File: src/rtl/mem_access_unit.sv
// mem_access_unit: byte/half/word load-store front-end for a word-only RAM, sub-word stores via read-modify-write.
// Optional MAU_ALIGN_CHECK_EN: misaligned half/word faults; otherwise low address bits are forced aligned.
module mem_access_unit #(
  parameter int RAM_WORDS = 256
) (
  input  logic        clk,
  input  logic        rst,
  input  logic        req_valid_i,
  input  logic        req_we_i,
  input  logic [1:0]  req_size_i,
  input  logic        req_signed_i,
  input  logic [31:0] req_addr_i,
  input  logic [31:0] req_wdata_i,
  output logic        req_ready_o,
  output logic        resp_valid_o,
  output logic [31:0] resp_rdata_o,
  output logic        resp_fault_o,
  output logic [31:0] ram_a_o,
  output logic [31:0] ram_wd_o,
  output logic        ram_we_o,
  input  logic [31:0] ram_rd_i
);
  typedef enum logic {IDLE, MERGE} state_t;
  state_t      state_q;
  logic [29:0] idx_q;
  logic [1:0]  off_q;
  logic        half_q;
  logic [15:0] data_q;
  logic        req_ready_q, resp_valid_q, resp_fault_q;
  logic [31:0] resp_rdata_q;
  logic        in_merge, accept, misalign, fault;
  logic [1:0]  off;
  logic [31:0] lane, ld, mask, merged;
  assign in_merge = state_q == MERGE;
  assign accept   = req_valid_i & ~in_merge;
`ifdef MAU_ALIGN_CHECK_EN
  assign misalign = (req_size_i == 2'b01 & req_addr_i[0]) | (req_size_i == 2'b10 & |req_addr_i[1:0]);
  assign off      = req_addr_i[1:0];
`else
  assign misalign = 1'b0;
  assign off      = req_size_i == 2'b10 ? 2'b00 : req_size_i == 2'b01 ? {req_addr_i[1], 1'b0} : req_addr_i[1:0];
`endif
  assign fault  = &req_size_i | misalign | ({2'b00, req_addr_i[31:2]} >= 32'(RAM_WORDS));
  assign lane   = ram_rd_i >> {off, 3'b000};
  assign ld     = req_size_i == 2'b00 ? {{24{req_signed_i & lane[7]}}, lane[7:0]} :
                  req_size_i == 2'b01 ? {{16{req_signed_i & lane[15]}}, lane[15:0]} : lane;
  assign mask   = (half_q ? 32'h0000_FFFF : 32'h0000_00FF) << {off_q, 3'b000};
  assign merged = (ram_rd_i & ~mask) | (({16'h0, data_q} << {off_q, 3'b000}) & mask);
  // RAM side is combinational; reset forces it quiet so an abandoned merge never writes
  assign ram_a_o  = rst ? 32'h0 : {in_merge ? idx_q : req_addr_i[31:2], 2'b00};
  assign ram_wd_o = rst ? 32'h0 : in_merge ? merged : req_wdata_i;
  assign ram_we_o = ~rst & (in_merge | (accept & req_we_i & req_size_i == 2'b10 & ~fault));
  assign req_ready_o  = req_ready_q;
  assign resp_valid_o = resp_valid_q;
  assign resp_fault_o = resp_fault_q;
  assign resp_rdata_o = resp_rdata_q;
  always_ff @(posedge clk) begin
    if (rst) begin
      state_q      <= IDLE;
      req_ready_q  <= 1'b1;
      resp_valid_q <= 1'b0;
      resp_fault_q <= 1'b0;
      resp_rdata_q <= 32'h0;
      idx_q        <= 30'h0;
      off_q        <= 2'b00;
      half_q       <= 1'b0;
      data_q       <= 16'h0;
    end else begin
      resp_valid_q <= 1'b0;
      if (in_merge) begin
        state_q      <= IDLE;
        req_ready_q  <= 1'b1;
        resp_valid_q <= 1'b1;
        resp_fault_q <= 1'b0;
      end else if (accept) begin
        if (fault) begin
          resp_valid_q <= 1'b1;
          resp_fault_q <= 1'b1;
        end else if (!req_we_i) begin
          resp_valid_q <= 1'b1;
          resp_fault_q <= 1'b0;
          resp_rdata_q <= ld;
        end else if (req_size_i == 2'b10) begin
          resp_valid_q <= 1'b1;
          resp_fault_q <= 1'b0;
        end else begin
          state_q     <= MERGE;
          req_ready_q <= 1'b0;
          idx_q       <= req_addr_i[31:2];
          off_q       <= off;
          half_q      <= req_size_i[0];
          data_q      <= req_wdata_i[15:0];
        end
      end
    end
  end
endmodule

File: config.mk
export PLATFORM = sky130hd
export DESIGN_NAME = mem_access_unit
export DESIGN_NICKNAME = d
export VERILOG_FILES = /design/src/rtl/mem_access_unit.sv
export SDC_FILE = /design/constraint.sdc
export NUM_CORES = 1
export LEC_CHECK = 0
export ABC_AREA = 1
export CAP_MARGIN = 40
export CORE_MARGIN = 2
export CORE_UTILIZATION = 35
export DETAILED_ROUTE_END_ITERATION = 8
export HOLD_SLACK_MARGIN = 0.12
export PLACE_DENSITY_LB_ADDON = 0.08
export SLEW_MARGIN = 10
export SYNTH_ARGS = -nofsm -noshare
export SYNTH_HDL_FRONTEND = slang
export SYNTH_SLANG_ARGS = --single-unit
File: constraint.sdc
create_clock -name clk -period 1.6 [get_ports clk]
set_input_delay 0.16 -clock clk [delete_from_list [all_inputs] [get_ports clk]]
set_output_delay 0.16 -clock clk [all_outputs]
set_load 0.01 [all_outputs]
==> results.json, run 1 <==
{
  "status": "complete, but fails checks",
  "violations": "negative setup slack",
  "p_leak_uw": 0.00406,
  "place_congestion": 0.902,
  "synthArstFlopShare": 0,
  "rsz0062_at_grt": "true",
  "insertion_delay_ns": 0.34,
  "cts_buffers": 9,
  "maxCapViolCount": 0,
  "finalClockSkew_ns": 0.00519,
  "cts_tree": "done",
  "synth-edff-count": 0,
  "place_area_sq_mm": 0.00803,
  "worst-setup-path-type": "register to output port",
  "hold_violations": 0,
  "drive_gt1_frac": 0.326,
  "hpwlAfterDp_microns": 14400,
  "critPathMaxFanout": 6,
  "port_buffers": 200,
  "clockBufferDepth": 2,
  "synth-warning-count": 0,
  "hp-class": "input port to register",
  "setup.worst_path.start_class": "register",
  "netlist_instances": 811,
  "synthMuxAreaShare": 0,
  "synth_top_family_by_area": "simple AND/OR/NAND/NOR gates",
  "final_area_sq_mm": 0.00922,
  "die_w_microns": 124,
  "crit_arrival_ns": 1.66,
  "path_clk_slew_ns": 0.06,
  "track_usage": 0.255,
  "hold_buffers": 0,
  "endpoint_kind": "output port",
  "finalSetupViolations": 52,
  "cp.required_ns": 1.44,
  "ys.flop_type": "dfxtp_1",
  "ctsRootBufferMaster": "clkbuf_16",
  "drcViolationCount": 0,
  "yosysSeqAreaShare": 0.335,
  "multi_input_area_sq_mm": 0.00319,
  "synth-seq-cells": 85,
  "synth_compound_area_frac": 0.253,
  "slew_viol_final": 0,
  "synth_xor_area_frac": 0,
  "die_h_microns": 124,
  "antenna_found_initial": 1,
  "grt_max_degree": 99,
  "die_area_sq_mm": 0.0155,
  "rows": 44,
  "drtIter0Drc": 514,
  "synthAdderAreaFrac": 0,
  "cts_max_level": 3,
  "clock_sinks": 85,
  "first_pass_iters": 5,
  "first_global_vias": 6060,
  "wl_microns": 20900,
  "grt_pass1_wl_microns": 32000,
  "synth_simple_gate_area_share": 0.282,
  "hold_ws_ns": 0.370,
  "layout.nets": 1230,
  "avgRoutedWirePerCell_microns": 15.9,
  "min_period_over_period": 1.14,
  "initial_utilization": 0.353,
  "core_sq_mm": 0.0144,
  "ir_worst_vdd_uv": 451,
  "vias": 6608,
  "synth_cell_types": 32,
  "area_growth_pct": 81.7,
  "worst_slack_ns": -0.218,
  "drt-vias-per-instance": 5.02,
  "power_density_mw_per_mm2": 560,
  "netlist_area_sq_mm": 0.00507,
  "overflow": 0,
  "synth_area_per_cell_sq_um": 6.26,
  "io_pins": 203,
  "period_needed_ns": 1.82,
  "seq_area_sq_mm": 0.00171,
  "fmax_mhz": 550,
  "num-fill-cells": 1321,
  "postRouteAntennaNets": 0
}
==> worst max-delay path: stages, from the launching register on <==
cell and delay, ns:
dfxtp_4 0.38, buf_6 0.12, nand2_2 0.05, nand2_2 0.08, inv_4 0.06, buf_6 0.12
o211ai_1 0.11, o21ai_2 0.12, o21ai_1 0.13, buf_2 0.15
==> placed cells by master (no fill, tap or decap), drive strengths merged <==
| master | Yosys | layout |
|---|---|---|
| a21oi | 85 | 85 |
| o22ai | 6 | 6 |
| inv | 90 | 89 |
| o21ai | 116 | 116 |
| dlymetal6s2s | 0 | 8 |
| or2 | 8 | 8 |
| clkinvlp | 0 | 2 |
| nand2 | 187 | 187 |
| diode | 0 | 1 |
| nand4 | 5 | 5 |
| buf | 29 | 219 |
| dfxtp | 85 | 85 |
| o211ai | 22 | 22 |
| a32o | 7 | 7 |
| nand3 | 34 | 34 |
| clkinv | 1 | 4 |
| nor3 | 24 | 24 |
| nor2 | 81 | 81 |
| conb | 1 | 2 |
| clkbuf | 30 | 20 |
| clkdlybuf4s50 | 0 | 126 |
| dlygate4sd2 | 0 | 2 |
==> where the power goes <==
part	switching [uW]	internal, uW	leakage, uW
clock network	864	1100	0.000130
logic	531	558	0.00324
registers	1.21	2110	0.000688
==> through the flow <==
stage / setup slack [ns] / total power (uW) / utilization / instances / setup TNS (ns)
2_1_floorplan: 0.114 / 2560 / - / 812 / 0
3_3_place_gp: -0.472 / 3260 / 0.559 / 1259 / -42.50
3_5_place_dp: -0.493 / 3260 / 0.559 / 1259 / -44.61
4_1_cts: -0.249 / 5150 / 0.595 / 1299 / -5.46
5_1_grt: -0.306 / 5380 / 0.642 / 1317 / -12.58
6_report: -0.218 / 5160 / 0.642 / 1317 / -5.60
==> path summary, 6_finish.rpt <==
kind | startpoint | endpoint | slack, ns | cells after the start
min reg2reg | idx_q[26] | idx_q[26] | 0.44 | 2
max reg2reg | in_merge | resp_rdata_o[15] | -0.06 | 12
max | off_q[0] | ram_wd_o[18] | -0.22 | 9
min | rst | idx_q[4] | 0.37 | 3
==> layer usage <==
metal  vias up  track usage  part of all wire
met4         0        0.101             0.039
li1       3308            -                 -
met3        50       0.0412             0.059
met5         -            0                 0
met2       251        0.414              0.46
met1      2999        0.339              0.44
==> Yosys cell counts, types with 3 or more instances <==
cell type,n,share of area
nand3_1,30,0.030
o211ai_1,22,0.033
o21ai_0,65,0.064
nand2_1,183,0.14
buf_6,6,0.013
inv_2,11,0.0081
a21oi_1,84,0.083
nor3_1,24,0.024
nand4_1,5,0.0062
buf_2,15,0.015
buf_4,6,0.0089
or2_2,7,0.0086
clkbuf_1,29,0.021
nor2_1,78,0.058
o21ai_1,51,0.050
a32o_1,7,0.014
dfxtp_1,85,0.34
nand2_2,3,0.0037
o22ai_1,6,0.0074
inv_1,78,0.058
nand3_2,3,0.0059
==> repair_timing <==
| action | 4_1_cts | 5_1_grt |
|---|---|---|
| pin swaps | 24 | 46 |
| buffers inserted | 17 | 11 |
| gates cloned | 7 | 11 |
| resized for setup | 366 | 162 |
| setup endpoints to repair | 143 | 144 |
==> sequential cells by signal (all words and copies together) (netlist names) <==
register	cells
idx_q	30
resp_fault_o	1
req_ready_o	1
off_q	2
data_q	16
in_merge	1
resp_valid_o	1
half_q	1
resp_rdata_o	32
==> area by class of cell <==
type                            instances  area share
Clock inverter                          3     0.00231
Multi-Input combinational cell        577       0.346
Sequential cell                        85       0.186
Timing Repair inverter                  1    0.000814
Inverter                               91      0.0417
Clock buffer                           13      0.0271
Antenna cell                            1    0.000271
Timing Repair Buffer                  362       0.371
Tap cell                              184      0.0250
==> kinds of logic (layout without fill, tap and decap cells) <==
group,Yosys count,in the layout
AOI/OAI and AO/OA,236,236
buffers and inverters,150,470
other,1,3
DFF,85,85
and+or+nand+nor,339,339
Note: power is estimated with default switching activity, not from simulation.
==> run 2: changes to the inputs <==
- clock period: 1.6 -> 2.3 ns (I/O delays scaled with it)
==> results.json, run 2 (synthesis results as in run 1) <==
{
  "crit_end": "ram_wd_o[10]",
  "ir_worst_vdd_uv": 333,
  "period_needed_ns": 2.28,
  "fmax_mhz": 438,
  "endpoint_kind": "output port",
  "final_area_sq_mm": 0.00765,
  "mostFrequentLayoutCells": "nand2_1, clkdlybuf4s50_1, a21oi_1, dfxtp_1, nor2_1",
  "max_stage_delay_ns": 0.48,
  "vias": 5818,
  "power_frac_clock": 0.429,
  "min_period_over_period": 0.992,
  "io_pins": 203,
  "cts_buffers": 9,
  "pwr-share-seq": 0.393,
  "critPathLaunch": "off_q[0]",
  "timing.rr.start": "in_merge",
  "cts_tree": "done",
  "rows": 44,
  "tightest_slew_ns": 0.532,
  "avgRoutedWirePerCell_microns": 15.5,
  "finalPower_uw": 3740,
  "place_area_sq_mm": 0.00725,
  "drt-vias-per-instance": 4.95,
  "clock_sinks": 85,
  "power_density_mw_per_mm2": 489,
  "overflow": 0,
  "p_leak_uw": 0.00325,
  "status": "finished clean",
  "regToRegEndpoint": "resp_rdata_o[27]",
  "seq_area_sq_mm": 0.00171,
  "slew_viol_final": 0,
  "finalSetupViolations": 0,
  "setup.worst_path.start_class": "register",
  "worst-setup-path-type": "register to output port",
  "layout.nets": 1090,
  "grt_pass1_wl_microns": 28700,
  "clockBufferDepth": 2,
  "cp.required_ns": 2.07,
  "grt_max_degree": 99,
  "die_area_sq_mm": 0.0155,
  "wl_microns": 18200,
  "largest_reg_flops": 32,
  "first_pass_iters": 7,
  "finalClockSkew_ns": 0.00817,
  "rsz0062_at_grt": "true",
  "place_congestion": 0.887,
  "initial_utilization": 0.353,
  "num-fill-cells": 1493,
  "area_growth_pct": 50.9,
  "insertion_delay_ns": 0.35,
  "layout_commonest_cell": "nand2_1",
  "die_h_microns": 124,
  "path_buf_inv": 3,
  "drtIter0Drc": 549,
  "r2r_setup_slack_ns": 0.44,
  "postRouteAntennaNets": 0,
  "p_sw_uw": 922,
  "antenna_found_initial": 1,
  "core_sq_mm": 0.0144,
  "first_global_vias": 5257,
  "die_w_microns": 124,
  "drive_gt1_frac": 0.0777,
  "crit_slowest_cell": "clkdlybuf4s50_1",
  "path_clk_slew_ns": 0.06,
  "internal-power_uw": 2820,
  "crit_arrival_ns": 2.05,
  "port_buffers": 200,
  "hold_ws_ns": 0.370,
  "maxCapViolCount": 0,
  "worstSetupPathDepth": 6,
  "cp_cell_sequence": "inv_1 > a21oi_1 > buf_4 > or2_2 > a32o_1 > clkdlybuf4s50_1",
  "drcViolationCount": 0,
  "r2r_cells": 12,
  "multi_input_area_sq_mm": 0.00275,
  "ctsRootBufferMaster": "clkbuf_16",
  "hp-class": "input port to register",
  "hpwlAfterDp_microns": 13400,
  "cts_max_level": 3,
  "p_comb_frac": 0.178,
  "swShare": 0.246,
  "hold_violations": 0,
  "slew_headroom": 0.645,
  "track_usage": 0.231,
  "critPathMaxFanout": 16,
  "path_delay_family": "buffers and inverters"
}
-- run 2: power groups by stage --
stage               combinational, uW  clock [uW]  sequential [uW]
floorplan                         270           0             1510
global placement                  673           0             1510
detailed placement                668           0             1510
CTS                               667        1640             1470
global route                      721        1690             1470
finish                            665        1610             1470
-- run 2: worst min-delay path by stage --
stage,depth (start not counted),from,slack [ns],end
after floorplan,2,req_valid_i,0.36,resp_valid_o
after global placement,2,idx_q[20],0.43,idx_q[20]
after detailed placement,2,idx_q[18],0.43,idx_q[18]
after CTS,3,rst,0.44,idx_q[4]
after global routing,2,idx_q[26],0.45,idx_q[26]
final,3,rst,0.37,half_q
-- run 2: per-layer routing --
layer	wire [microns]	GRT usage
met1	8480	0.321
met2	8090	0.354
met4	517	0.0912
met5	0	0
met3	1150	0.0451
-- run 2: worst min-delay path, stage by stage --
cell	delay [ns]
buf_4	0.12
buf_12	0.17
a21oi_1	0.15
-- run 2: metrics by stage --
stage	util	setup TNS [ns]	setup WS, ns	std cells
after floorplan	-	0	0.744	812
after global placement	0.504	0	0.129	1160
after global routing	0.533	-0.273	-0.0598	1176
after detailed placement	0.504	0	0.0903	1160
final	0.533	0	0.0174	1176
after CTS	0.528	-0.0803	-0.0316	1175
-- run 2: timing repair --
item                                    4_1_cts  5_1_grt
gates resized for setup                      20       26
pin swaps                                     0        2
endpoints found under the setup margin       25       25
buffers inserted                              0        0
hold buffers                                  0        0
-- run 2: area by class of cell --
type / count / area share
inverter: 91 / 0.0463
clock inverter: 3 / 0.00899
multi-input combinational: 577 / 0.359
clock buffer: 12 / 0.0335
timing repair buffer: 223 / 0.299
tap: 184 / 0.0301
antenna: 1 / 0.000327
sequential: 85 / 0.223
==> run 3: changes to the inputs <==
- ABC_AREA: 1 -> 0
==> results.json, run 3 <==
{
  "synth_area_leader_cell": "dfxtp_1",
  "wl_microns": 18100,
  "layout.nets": 936,
  "rows": 43,
  "worst_slack_ns": 0.0863,
  "multi_input_area_sq_mm": 0.00323,
  "finalSetupViolations": 0,
  "port_buffers": 200,
  "p_leak_uw": 0.00321,
  "antenna_cells": 0,
  "area_growth_pct": 60.6,
  "vias": 5310,
  "synth_most_common_cell": "nor2_1",
  "endpoint_kind": "output port",
  "synthArstFlopShare": 0,
  "crit_arrival_ns": 1.98,
  "busiest_layer": "met2",
  "swShare": 0.265,
  "hold_ws_ns": 0.189,
  "die_h_microns": 124,
  "pre_cts_ws_ns": -0.621,
  "hold_buffers": 0,
  "die_w_microns": 124,
  "hpwlAfterDp_microns": 14000,
  "drive_gt1_frac": 0.183,
  "die_area_sq_mm": 0.0154,
  "fmax_mhz": 452,
  "min_period_over_period": 0.962,
  "met3_usage": 0.0549,
  "synth_cell_types": 46,
  "final_area_sq_mm": 0.00809,
  "first_global_vias": 5231,
  "drtIter0Drc": 253,
  "period_needed_ns": 2.21,
  "p_sw_uw": 948,
  "pwr-share-seq": 0.411,
  "layout_commonest_cell": "clkdlybuf4s50_1",
  "critPathMaxFanout": 9,
  "antenna_found_initial": 0,
  "mostFrequentLayoutCells": "clkdlybuf4s50_1, nor2_1, mux2i_1",
  "path_clk_slew_ns": 0.06,
  "netlist_instances": 603,
  "hold_violations": 0,
  "ir_worst_vdd_uv": 302,
  "setup.worst_path.start_class": "register",
  "power_density_mw_per_mm2": 443,
  "drt-vias-per-instance": 5.22,
  "first_pass_iters": 4,
  "cp.required_ns": 2.07,
  "hp-class": "input port to register",
  "cts_max_level": 3,
  "grt_util_met1": 0.313,
  "netlist_top_cells_count": "nor2_1, mux2i_1, dfxtp_1, nand2_1, o21ai_0",
  "worst-setup-path-type": "register to output port",
  "core_sq_mm": 0.0140,
  "ys.flop_type": "dfxtp_1",
  "grt_pass1_wl_microns": 27800,
  "yosysSeqAreaShare": 0.338,
  "initial_utilization": 0.360,
  "synth-edff-count": 0,
  "power_frac_clock": 0.391,
  "place_area_sq_mm": 0.00762,
  "finalPower_uw": 3580,
  "synth-warning-count": 0,
  "grt_use_met2": 0.380,
  "overflow": 0,
  "maxCapViolCount": 0,
  "clock_sinks": 85,
  "status": "finished clean",
  "ctsRootBufferMaster": "clkbuf_16",
  "synth-seq-cells": 85,
  "seq_area_sq_mm": 0.00171,
  "finalClockSkew_ns": 0.00497,
  "synth_top_area_frac": 0.338,
  "netlist_area_sq_mm": 0.00504,
  "postRouteAntennaNets": 0,
  "grt_max_degree": 75,
  "largest_reg_flops": 32,
  "synth_area_per_cell_sq_um": 8.35,
  "clockBufferDepth": 2,
  "avgRoutedWirePerCell_microns": 17.8,
  "p_comb_frac": 0.198,
  "insertion_delay_ns": 0.34,
  "slew_viol_final": 0,
  "fin_setup_tns_ns": 0,
  "place_congestion": 0.923,
  "track_usage": 0.237,
  "cts_buffers": 9,
  "synth_area_leaders": "dfxtp_1, mux2i_1, nor2_1",
  "drcViolationCount": 0,
  "io_pins": 203,
  "cts_tree": "done",
  "num-fill-cells": 1291,
  "internal-power_uw": 2630
}
## run 3: critical path, stage by stage, from the launching register on
cell and delay (ns):
dfxtp_4 0.42, buf_6 0.16, mux2i_2 0.26, o21ai_1 0.12, mux2i_1 0.16, nor2_1 0.05
clkdlybuf4s50_1 0.48
## run 3: cell families after synthesis
kind of cell	synth area share
mux	0.248
compound gates	0.154
buf+inv	0.0479
other cells	0.000744
flops	0.338
simple gates	0.211
## run 3: final cells by class
| type | count | area share |
|---|---|---|
| clock buffer | 10 | 0.0295 |
| clock inverter | 6 | 0.00572 |
| inverter | 3 | 0.00139 |
| multi-input combinational | 466 | 0.400 |
| sequential | 85 | 0.212 |
| tap | 180 | 0.0278 |
| timing repair buffer | 268 | 0.324 |
## run 3: through the flow
step / util / instances
2_1_floorplan: - / 604
3_3_place_gp: 0.544 / 998
3_5_place_dp: 0.545 / 999
4_1_cts: 0.569 / 1017
5_1_grt: 0.578 / 1018
6_report: 0.578 / 1018
## run 3: repair_timing
item | CTS | global route
pin swaps | 3 | 8
endpoints found under the setup margin | 35 | 43
gates resized for setup | 62 | 35
buffers inserted | 2 | 1
## run 3: final timing paths
path	depth (start not counted)	endpoint	startpoint	slack (ns)
setup / recovery	6	ram_wd_o[28]	off_q[0]	0.09
hold / removal	2	resp_rdata_o[24]	rst	0.19
setup reg to reg	6	resp_rdata_o[22]	in_merge	0.58
hold reg to reg	1	idx_q[19]	idx_q[19]	0.46
## run 3: layer usage
layer  vias up  share of wire
met2       213           0.46
met3        30          0.079
met5         -              0
li1       2582              -
met1      2485           0.44
met4         0          0.024
## run 3: power by group through the flow
stage	Combinational, uW	Clock [uW]	Sequential (uW)
6_report	711	1400	1470
5_1_grt	762	1480	1470
4_1_cts	711	1430	1470
3_5_place_dp	716	0	1510
3_3_place_gp	708	0	1510
2_1_floorplan	264	0	1510
